### src/rtl/aes_pkg.sv
// Shared AES front-end definitions: key-size encodings, command key codes,
// loader FSM states and the key-length helper.
package aes_pkg;

  localparam logic [2:0] KS_128 = 3'b001;
  localparam logic [2:0] KS_192 = 3'b010;
  localparam logic [2:0] KS_256 = 3'b100;

  localparam logic [1:0] KC_128     = 2'b00;
  localparam logic [1:0] KC_192     = 2'b01;
  localparam logic [1:0] KC_256     = 2'b10;
  localparam logic [1:0] KC_ILLEGAL = 2'b11;

  typedef enum logic [2:0] {
    IDLE,
    KEY,
    MSG,
    START,
    BUSY
  } state_e;

  function automatic logic [5:0] key_bytes(input logic [1:0] code);
    case (code)
      KC_192:  return 6'd24;
      KC_256:  return 6'd32;
      default: return 6'd16;
    endcase
  endfunction

  function automatic logic [4:0] key_last_idx(input logic [1:0] code);
    return 5'(key_bytes(code) - 6'd1);
  endfunction

  function automatic logic [2:0] key_size_onehot(input logic [1:0] code);
    case (code)
      KC_192:  return KS_192;
      KC_256:  return KS_256;
      default: return KS_128;
    endcase
  endfunction

endpackage

### src/rtl/aes_ingress_loader.sv
// Byte-serial ingress for the AES core: command, key and message bytes are
// assembled into the core's parallel inputs, then a start pulse is issued.
module aes_ingress_loader
  import aes_pkg::*;
#(
  parameter int MSG_BYTES     = 16,
  parameter int KEY_MAX_BYTES = 32
) (
  input  logic                       clk,
  input  logic                       rst,
  input  logic [7:0]                 in_data,
  input  logic                       in_valid,
  output logic                       in_ready,
  input  logic                       core_done,
  output logic                       core_start,
  output logic                       core_enc_or_dec,
  output logic [2:0]                 core_key_size,
  output logic [8*KEY_MAX_BYTES-1:0] core_key,
  output logic [8*MSG_BYTES-1:0]     core_msg,
  output logic                       busy,
  output logic                       cmd_err
);

  state_e                     state_q, state_d;
  logic [4:0]                 byte_cnt_q, byte_cnt_d;
  logic [1:0]                 key_code_q, key_code_d;
  logic                       in_ready_q, in_ready_d;
  logic                       core_start_q, core_start_d;
  logic                       enc_q, enc_d;
  logic [2:0]                 key_size_q, key_size_d;
  logic [8*KEY_MAX_BYTES-1:0] key_q, key_d;
  logic [8*MSG_BYTES-1:0]     msg_q, msg_d;
  logic                       busy_q, busy_d;
  logic                       cmd_err_q, cmd_err_d;

  logic xfer;
  logic cmd_legal;
  logic key_last;
  logic msg_last;

  assign xfer      = in_valid & in_ready_q;
  assign cmd_legal = (in_data[2:1] != KC_ILLEGAL);
  assign key_last  = (byte_cnt_q == key_last_idx(key_code_q));
  assign msg_last  = (byte_cnt_q == 5'(MSG_BYTES - 1));

  always_ff @(posedge clk or posedge rst) begin
    if (rst) begin
      state_q      <= IDLE;
      byte_cnt_q   <= '0;
      key_code_q   <= KC_128;
      in_ready_q   <= 1'b0;
      core_start_q <= 1'b0;
      enc_q        <= 1'b0;
      key_size_q   <= KS_128;
      key_q        <= '0;
      msg_q        <= '0;
      busy_q       <= 1'b0;
      cmd_err_q    <= 1'b0;
    end else begin
      state_q      <= state_d;
      byte_cnt_q   <= byte_cnt_d;
      key_code_q   <= key_code_d;
      in_ready_q   <= in_ready_d;
      core_start_q <= core_start_d;
      enc_q        <= enc_d;
      key_size_q   <= key_size_d;
      key_q        <= key_d;
      msg_q        <= msg_d;
      busy_q       <= busy_d;
      cmd_err_q    <= cmd_err_d;
    end
  end

  always_comb begin
    state_d = state_q;
    case (state_q)
      IDLE:    if (xfer && cmd_legal) state_d = KEY;
      KEY:     if (xfer && key_last)  state_d = MSG;
      MSG:     if (xfer && msg_last)  state_d = START;
      START:   state_d = BUSY;
      BUSY:    if (core_done) state_d = IDLE;
      default: state_d = IDLE;
    endcase
  end

  // Byte 0 lands in the most significant byte, so the wide words read in
  // arrival order from the MSB down.
  always_comb begin
    byte_cnt_d = byte_cnt_q;
    key_code_d = key_code_q;
    enc_d      = enc_q;
    key_size_d = key_size_q;
    key_d      = key_q;
    msg_d      = msg_q;
    cmd_err_d  = 1'b0;
    case (state_q)
      IDLE: begin
        if (xfer) begin
          if (cmd_legal) begin
            enc_d      = in_data[0];
            key_code_d = in_data[2:1];
            key_size_d = key_size_onehot(in_data[2:1]);
            key_d      = '0;
            byte_cnt_d = '0;
          end else begin
            cmd_err_d = 1'b1;
          end
        end
      end
      KEY: begin
        if (xfer) begin
          for (int i = 0; i < KEY_MAX_BYTES; i++) begin
            if (byte_cnt_q == 5'(i)) key_d[8*KEY_MAX_BYTES-1-8*i -: 8] = in_data;
          end
          byte_cnt_d = key_last ? 5'd0 : byte_cnt_q + 5'd1;
        end
      end
      MSG: begin
        if (xfer) begin
          for (int i = 0; i < MSG_BYTES; i++) begin
            if (byte_cnt_q == 5'(i)) msg_d[8*MSG_BYTES-1-8*i -: 8] = in_data;
          end
          byte_cnt_d = msg_last ? 5'd0 : byte_cnt_q + 5'd1;
        end
      end
      default: ;
    endcase
    in_ready_d   = (state_d == IDLE) || (state_d == KEY) || (state_d == MSG);
    core_start_d = (state_d == START);
    busy_d       = (state_d == START) || (state_d == BUSY);
  end

  assign in_ready        = in_ready_q;
  assign core_start      = core_start_q;
  assign core_enc_or_dec = enc_q;
  assign core_key_size   = key_size_q;
  assign core_key        = key_q;
  assign core_msg        = msg_q;
  assign busy            = busy_q;
  assign cmd_err         = cmd_err_q;

endmodule

### config.mk
export PLATFORM = sky130hd
export DESIGN_NAME = aes_ingress_loader
export DESIGN_NICKNAME = d
export VERILOG_FILES = /design/src/rtl/aes_pkg.sv /design/src/rtl/aes_ingress_loader.sv
export SDC_FILE = /design/constraint.sdc
export NUM_CORES = 1
export LEC_CHECK = 0
export CAP_MARGIN = 5
export CORE_UTILIZATION = 49
export DETAILED_ROUTE_END_ITERATION = 6
export PLACE_DENSITY = 0.81
export SYNTH_ARGS = -nofsm -noshare
export SYNTH_HDL_FRONTEND = slang
export SYNTH_SLANG_ARGS = --single-unit
### constraint.sdc
create_clock -name clk -period 16.7 [get_ports clk]
set_input_delay 3.34 -clock clk [delete_from_list [all_inputs] [get_ports clk]]
set_output_delay 3.34 -clock clk [all_outputs]
set_load 0.05 [all_outputs]
## Word-level counts from Yosys, hierarchy flattened

Cells that the tools add are included.

| word-level totals | value |
|---|---|
| output and inout port bits | 392 |
| word-level logic and storage cells | 255 |
| register bits | 402 |

| operators by class | value |
|---|---|
| bitwise logic cells | 1 |
| add/subtract/negate cells | 2 |
| reduce and logical (&&, ||, !) cells | 61 |
| multiplexer cells | 53 |
| equal/unequal tests | 81 |

Operator list:

| kind | count |
|---|---|
| $mux 256 | 3 |
| $pmux 256 s2 | 1 |
| $mux 8 | 32 |
| $reduce_and 5->1 | 33 |
| $eq 5x5->1 const B | 16 |
| $ne 2x2->1 const B | 37 |
| $reduce_and 3->1 | 17 |
| $eq 5x4->1 const B | 8 |
| $mux 5 | 6 |
| $eq 5x3->1 const B | 4 |
| $pmux 3 s5 | 1 |
| $pmux 5 s3 | 1 |
| $eq 3x2->1 const B | 4 |
| $mux 3 | 4 |
| $eq 5x2->1 const B | 2 |
| $pmux 5 s2 | 1 |
| $eq 3x1->1 const B | 2 |
| $eq 3x3->1 const B | 2 |
| $logic_not 3->1 | 2 |
| $pmux 3 s2 | 1 |
| $add 5x1->5 const B | 1 |
| $eq 5x1->1 const B | 1 |
| $eq 5x5->1 | 1 |
| $logic_not 5->1 | 1 |
| 9 further kinds | 17 |

## Logic depth before layout (Yosys ltp)

Gate-level depths: netlist of the first run.

| logic depth | value |
|---|---|
| depth in word-level cells | 10 |
| gate-level depth with buffers | 8 |

## Least setup slack after synthesis of the first run

OpenSTA, ideal clock, no wires.

| path | value |
|---|---|
| kind | in2reg |
| start point | input port in_valid |
| end point | register msg_q[34], in the netlist core_msg[34] |
| data required time | 16575 ps |
| setup slack | 11903 ps |
| data arrival time | 4672 ps |
| stages on the path | 5 |
| path through | nand3b_2 or3_1 buf_2 nor2_8 mux2_2 |

| between the ends | value |
|---|---|
| longest elaborated chain between the ends | 2 |

RTL lines:

| what | RTL line | text |
|---|---|---|
| from (decl) | aes_ingress_loader.sv:12 | `input logic in_valid,` |
| $and 1x1->1 | aes_ingress_loader.sv:41 | `assign xfer = in_valid & in_ready_q;` |
| $reduce_and 3->1 (no line) | - |  |
| to (signal assigned) | aes_ingress_loader.sv:68 | `msg_q <= msg_d;` |
| to (decl) | aes_ingress_loader.sv:32 | `logic [8*MSG_BYTES-1:0] msg_q, msg_d;` |

Every way passes these cells.
A chain may end at the register's enable or synchronous reset.

## Worst setup path in the final report of the first run

| path | value |
|---|---|
| start point | input port in_data[1] |
| end point | register key_q[55], in the netlist core_key[55] |

| between the ends | value |
|---|---|
| longest elaborated chain between the ends | 3 |

RTL lines:

| what | RTL line | text |
|---|---|---|
| from (decl) | aes_ingress_loader.sv:11 | `input logic [7:0] in_data,` |
| $ne 2x2->1 | aes_ingress_loader.sv:42 | `assign cmd_legal = (in_data[2:1] != KC_ILLEGAL);` |
| $ne 2x2->1 (no line) | - |  |
| $reduce_and 5->1 (no line) | - |  |
| to (signal assigned) | aes_ingress_loader.sv:67 | `key_q <= key_d;` |
| to (decl) | aes_ingress_loader.sv:31 | `logic [8*KEY_MAX_BYTES-1:0] key_q, key_d;` |

Every way passes these cells.

==> summary.md, run 1 <==
| Metric | Value |
|---|---|
| FILL cells | between 2k and 2.5k |
| Hold crit path type | reg2reg |
| #FFs+latches synth | 402 |
| Worst clock skew | just over 9 ps |
| Clk_lat worst skew | roughly 530 ps |
| Peak supply drop | between 70 and 80 uV |
| Most frequent cells in the layout | 403 x clkdlybuf4s50_1, 401 x dfrtp_1, 200 x o2bb2ai_1, 118 x mux2_2, 75 x nand2_1 |
| Status | completed |
| Starting Density | roughly 50% |
| Rows | 64 |
| Clock-pin slew on the worst setup and hold paths | ~60 ps |
| Main synth FF type | dfrtp_1 |
| CTS Buf Count | 42 |
| Area grow syn2layout | 38.6% |
| Grt total ovfl | 0 |
| CP startpoint | in_data[1] |
| Critical Path RT | around 17000 ps |
| Vias in the first global route | about 12k |
| Global Route met2 Usage | approximately 50% |
| Crit Path Category | in2reg |
| Boundary pin count | about 400 |
| Reg2reg path depth | 6 |
| Die width | between 150 and 200 um |
| First-pass GRT wire length | approximately 73000 um |
| Max Cap Viol | 0 |
| Layout Nets | around 1.5k |
| GR Util met1 | between 30% and 40% |
| H-tree depth | 2 |
| Yosys cell types | 40 |
| Fmax | 172 MHz |
| RR Endpoint | core_msg[6]$_DFFE_PP0P_ |
| Seq/Total Area, Yosys | between 60% and 70% |
| Synth Area in Compound Gates | between 10% and 20% |
| # DRC | 0 |
| Mapped Area | around 15000 um^2 |
| Core area | 30700 um^2 |
| Post-synth ARST share | between 90% and 100% |
| Largest family of logic cells by synthesized area | compound AO/OA/AOI/OAI gates |
| Detail Placement HPWL | approximately 32000 um |
| Vias/cell | 6.01 |
| Most common cell after layout, fill and taps aside | clkdlybuf4s50_1 |
| Syn Inst Count | 1075 |
| Slowest CP cell | nor4_2 |
| Fin area | 21300 um^2 |
| Met3 Resource Use GR | 10.2% |
| Yosys top cell area share | ~65% |
| Tmin final | 5810 ps |
| Relative slew margins | 20.3% |
| Via Count | between 10k and 15k |
| Final period util | between 30% and 40% |
| Crit path DAT | between 6000 and 7000 ps |
| Root Driver | clkbuf_16 |
| PortBufs | 403 |
| Total GRT Usage | 30.7% |
| Total power | about 3700 uW |
| Final Hold Viols | 0 |
| Power Density | between 150 and 200 nW/um^2 |
| Synth warnings | 0 |
| Antenna viol nets, final | 0 |
| Setup violators final | 0 |
| Placed cell area | between 15000 and 20000 um^2 |
| CTS Hold Buffers Added | 0 |
| Routed WL per cell | 25.6 um |
| Post-CTS Setup Inserts | 0 |
| Unrepaired setup endpoints after global routing | no |
| Syn Area/Cell | between 10 and 15 um^2 |
| Gr busiest metal | met2 |
| Critical Path End | core_key[55]$_DFFE_PP0P_ |
| CP max FO | 23 |
| Crit path cell chain | clkdlybuf4s50_1 -> buf_4 -> ha_1 -> nor2b_1 -> nor4_2 -> nand3_1 -> o2bb2ai_1 |
| Area share of and/or/nand/nor cells after synthesis | approximately 5.5% |
| Top post-synthesis cells by area | dfrtp_1 65%, o2bb2ai_1 11%, mux2_2 8.7%, a22o_1 3.2%, nand2_1 1.8% |
| Fraction of layout cells with a size suffix above 1 | around 15% |
| CTS max path bufs | 3 |
| Mux share of post-synthesis cell area | 9.77% |
| Die height | ~180 um |
| Die ar. | approximately 32000 um^2 |
| CP endpoint kind | flop |
| Synth Net Count | ~1.1k |
| P_leak | 0.00959 uW |
| Largest net degree at the start of global routing | 190 |
| Initial antenna violation count | 1 |
| Xor-xnor portion of the synthesized cell area | less than 1% |
| Area leader, netlist | dfrtp_1 |
| RR Startpoint | byte_cnt_q[3]$_DFFE_PP0P_ |
| Dpl cells | roughly 1.8k |
| Adder-Cell Fraction of Synth Area | 0.898% |
| CP peak stage delay | between 900 and 1000 ps |
| Startpoint types | input port |
| TritonRoute pass-1 iters | 5 |
| Post-CTS Resized | 0 |
| Initial DRC Count | 822 |
| Placer Congestion | slightly below 0.9 |
| # clock sinks | 402 |
| Final max-slew violation count | 0 |
| Cell Count, Final, Fillers Out | 1906 |
| Post-Route WL | slightly below 50000 um |
| Final worst slack | 10890 ps |
| Post-synth EDFFs | 0 |
| Setup TNS | 0 ps |
| CTS tree | done |
| Slew @ Worst Pin | 1190 ps |
| Place WS | just over 10000 ps |
| R2R Setup Slk | 13840 ps |
-- report_power, final --
part	total, uW	leakage (uW)	switching (uW)	internal [uW]
clock	977	0.000717	379	598
combinational	1450	0.00334	1010	441
sequential	1280	0.00554	133	1140
-- worst max-delay path, delay by kind of cell --
| kind | cells | cell delay, ps |
|---|---|---|
| buffers and inverters | 2 | 630 |
| adders and majority gates | 1 | 270 |
| and+or+nand+nor | 3 | 1690 |
| AOI/OAI and AO/OA | 1 | 300 |
-- worst min path at each step --
stage,start,endpoint,slack (ps),depth (start not counted)
6_report,core_msg[49]$_DFFE_PP0P_,core_msg[49]$_DFFE_PP0P_,480,1
5_1_grt,core_msg[55]$_DFFE_PP0P_,core_msg[55]$_DFFE_PP0P_,490,1
4_1_cts,core_msg[49]$_DFFE_PP0P_,core_msg[49]$_DFFE_PP0P_,490,1
3_5_place_dp,core_key[18]$_DFFE_PP0P_,core_key[18]$_DFFE_PP0P_,470,1
3_3_place_gp,core_msg[51]$_DFFE_PP0P_,core_msg[51]$_DFFE_PP0P_,470,1
2_1_floorplan,key_code_q[0]$_DFFE_PP0P_,key_code_q[0]$_DFFE_PP0P_,490,1
-- cell type report --
cell class / count / area, um^2 / area share, %
antenna: 1 / 2.50 / 0.0118
clock buffer: 63 / 1290 / 6.09
clock inverter: 12 / 173 / 0.812
inverter: 11 / 48.8 / 0.230
multi-input combinational: 600 / 5000 / 23.5
sequential: 402 / 10100 / 47.3
tap: 396 / 495 / 2.33
timing repair buffer: 421 / 4180 / 19.7
-- metal layers --
layer,share of wire (%),wire length (um)
met5,0,0
met4,4.3,2110
met3,10,4960
met2,47,23100
met1,38,18600
-- synth_stat cells, types with 5 or more instances --
| library cell | number |
|---|---|
| a22o_1 | 56 |
| and2_1 | 6 |
| and3_1 | 9 |
| buf_2 | 10 |
| clkbuf_1 | 50 |
| dfrtp_1 | 401 |
| ha_1 | 11 |
| inv_1 | 11 |
| mux2_1 | 15 |
| mux2_2 | 118 |
| nand2_1 | 75 |
| nand2b_1 | 7 |
| nand3_1 | 15 |
| nor2_1 | 7 |
| nor2b_1 | 5 |
| nor4_2 | 7 |
| o21ai_0 | 38 |
| o2bb2ai_1 | 200 |
-- state kept, by name, indices dropped and copies added, names as in the netlist, 2 cells and up --
| name | cells |
|---|---|
| byte_cnt_q | 5 |
| core_msg | 128 |
| core_key_size | 3 |
| state_q | 3 |
| key_code_q | 2 |
| core_key | 256 |
-- per-stage QoR --
stage | hold slack, ps | utilization, %
5_1_grt | 493 | 69.3
2_1_floorplan | 487 | -
4_1_cts | 489 | 69.3
3_5_place_dp | 473 | 64.5
3_3_place_gp | 467 | 64.5
6_report | 484 | 69.3
-- kinds of logic after synthesis --
logic type / Yosys count
xor+xnor: 2
buf+inv: 73
fa+ha+maj: 11
flops: 402
simple gates: 151
compound gates: 303
mux: 133
(Power assumes the default switching activity.)
==> inputs of run 2 (changes only) <==
Clock period 16.7 ns to 6 ns, I/O delays scaled along.
==> run 2 against run 1 <==
  * Register-to-register slack worse by 11000 ps
  * Non-clock buffer count up 3
  * Clock power rose to 2.6 times the previous value
  * Setup slack worse by 8600 ps
  * Critical path depth unchanged
  * Power rose to 2.7 times the previous value
  * Utilization down 0.18 points
  * Largest cell class unchanged
==> summary.md, run 2 (synthesis results as in run 1) <==
| Metric | Value |
|---|---|
| Status | completed |
| CP max FO | 23 (unchanged) |
| Post-CTS Resized | 0 (unchanged) |
| # clock sinks | 402 (unchanged) |
| Grt total ovfl | 0 (unchanged) |
| CP endpoint kind | flop |
| Core area | 30700 um^2 (unchanged) |
| Initial DRC Count | 939 (+14%) |
| Comb pwr share | 39.8% (+0.7 points) |
| TritonRoute pass-1 iters | 5 (unchanged) |
| Sw Pwr | 4230 uW (+180%) |
| Max Cap Viol | 0 (unchanged) |
| P_leak | 0.00956 uW (-0.27%) |
| Die ar. | 32000 um^2 (unchanged) |
| PortBufs | 403 (unchanged) |
| Vias in the first global route | 11.7k (-1.3%) |
| Die height | 179 um (unchanged) |
| Starting Density | 50.0% (unchanged) |
| Placed cell area | 19900 um^2 (+0.39%) |
| CTS Hold Buffers Added | 0 (unchanged) |
| Antenna viol nets, final | 0 (unchanged) |
| Crit Path Category | in2reg |
| Crit path cell chain | clkdlybuf4s50_1 -> buf_4 -> ha_1 -> nor2b_1 -> nor4_2 -> nand2_1 -> o2bb2ai_1 |
| Relative slew margins | 17.0% (-3.3 points) |
| Worst Hold Slack | 486 ps (+1.91 ps) |
| Largest net degree at the start of global routing | 150 (-21%) |
| Fmax | about 270 MHz |
| Post-Route WL | 48400 um (-0.61%) |
| Worst clock skew | 14.6 ps (+5.41 ps) |
| FILL cells | 2073 (-1.2%) |
| Placer Congestion | 0.873 (-0.22%) |
| Root Driver | clkbuf_16 |
| Final Hold Viols | 0 (unchanged) |
| Total GRT Usage | 30.4% (-0.30 points) |
| Peak supply drop | 238 uV (+210%) |
| Slowest CP cell | nor4_2 |
| Most common cell after layout, fill and taps aside | clkdlybuf4s50_1 |
| Unrepaired setup endpoints after global routing | no |
| Vias/cell | 5.96 (-0.85%) |
| CP peak stage delay | 1020 ps (+80 ps) |
| CTS max path bufs | 3 (unchanged) |
| Area grow syn2layout | 38.3% |
| Detail Placement HPWL | 32000 um (-0.49%) |
| First-pass GRT wire length | 72200 um (-1.7%) |
| Clock power frac | 25.0% (-1.4 points) |
| Ant. Diodes | 0 (-1) |
| Clock-pin slew on the worst setup and hold paths | 60 ps (about the same) |
| Slew @ Worst Pin | 1240 ps (+43.5 ps) |
| Via Count | 11.4k (-0.74%) |
| Rows | 64 (unchanged) |
| Clk_lat worst skew | 530 ps (about the same) |
| Flop pwr share | 35.2% (+0.7 points) |
| Critical Path RT | 6430 ps (-10700 ps) |
| Fin area | 21200 um^2 (-0.25%) |
| Hold crit path type | reg2reg |
| Setup violators final | 0 (unchanged) |
| Startpoint types | input port |
| # DRC | 0 (unchanged) |
| H-tree depth | 2 (unchanged) |
| P_int | 5900 uW (+170%) |
| Most frequent cells in the layout | 403 x clkdlybuf4s50_1, 401 x dfrtp_1, 200 x o2bb2ai_1, 118 x mux2_2, 75 x nand2_1 |
| Tmin final | about 3700 ps |
| Routed WL per cell | 25.4 um (-0.72%) |
| Sw frac | 41.8% (+0.73 points) |
| Largest register FFs | 256 (unchanged) |
| Power Density | 478 nW/um^2 (+170%) |
| Post-CTS Setup Inserts | 0 (unchanged) |
| Initial antenna violation count | 1 (unchanged) |
| Final period util | between 60% and 70% |
| Crit path DAT | 4170 ps (-2080 ps) |
| Die width | 179 um (unchanged) |
| Fraction of layout cells with a size suffix above 1 | 14.7% (-0.16 points) |
| Final max-slew violation count | 0 (unchanged) |
| Layout Nets | 1504 (+0.20%) |
| CTS Buf Count | 42 (unchanged) |
| CTS tree | done |
| Boundary pin count | 404 (unchanged) |
run 2: cell types whose count changed in the layout (fill, tap and decap cells not counted), moves of 2 or more:
cell and change:
inv_6 +2, buf_4 -2, clkbuf_16 -2, bufinv_16 -3, buf_12 +4, clkbuf_1 +5
run 2: worst paths after layout:
check / start / endpoint / slack, ps / cells past startpoint
min in group asynchronous: rst / core_key[251]$_DFFE_PP0P_ / 1300 / 2
setup reg to reg: state_q[2]$_DFF_PP0_ / core_key[116]$_DFFE_PP0P_ / 3110 / 4
hold / removal: core_key[197]$_DFFE_PP0P_ / core_key[197]$_DFFE_PP0P_ / 490 / 1
max in group asynchronous: rst / core_key[154]$_DFFE_PP0P_ / 3370 / 3
hold reg to reg: core_key[197]$_DFFE_PP0P_ / core_key[197]$_DFFE_PP0P_ / 490 / 1
setup / recovery: in_data[2] / core_key[116]$_DFFE_PP0P_ / 2260 / 7
run 2: area by class of cell:
type                    count  area (um^2)  area share, %
flip-flops and latches    402        10100           47.5
multi-input cells         600         5000           23.6
repair buffers            424         4260           20.1
clock buffers              65         1250           5.89
well taps                 396          495           2.34
clock inverters            10         90.1          0.425
inverters                  11         45.0          0.212
run 2: per-layer routing:
metal  up-vias  wire (um)  share of wire [%]  track usage (%)
met1      5794      18500                 38             38.2
met5         -          0                  0                0
met3       129       5170                 11             10.2
li1       4825          -                  -                -
met4         0       2190                4.5             13.5
met2       630      22600                 47             47.8
run 2: through the flow:
stage | setup slack, ps | setup TNS, ps | power [uW] | instances | utilization, %
6_report | 2260 | 0 | 10100 | 1908 | 69.1
5_1_grt | 2190 | 0 | 10500 | 1908 | 69.1
4_1_cts | 2380 | 0 | 10200 | 1908 | 69.1
3_5_place_dp | 1840 | 0 | 7610 | 1833 | 64.8
3_3_place_gp | 1590 | 0 | 7540 | 1832 | 64.7
2_1_floorplan | -613 | -245780 | 6090 | 1075 | -
run 2: power groups by stage:
stage | combinational, uW | sequential, uW | clock [uW]
2_1_floorplan | 1060 | 5030 | 0
3_5_place_dp | 4030 | 3580 | 0
3_3_place_gp | 3970 | 3580 | 0
4_1_cts | 4040 | 3550 | 2560
5_1_grt | 4210 | 3600 | 2680
6_report | 4040 | 3570 | 2530
run 2: critical path: cells and delay by family:
kind | cells | cell delay [ps]
and+or+nand+nor | 3 | 1750
buffers and inverters | 2 | 650
AOI/OAI and AO/OA | 1 | 290
adders and majority gates | 1 | 250
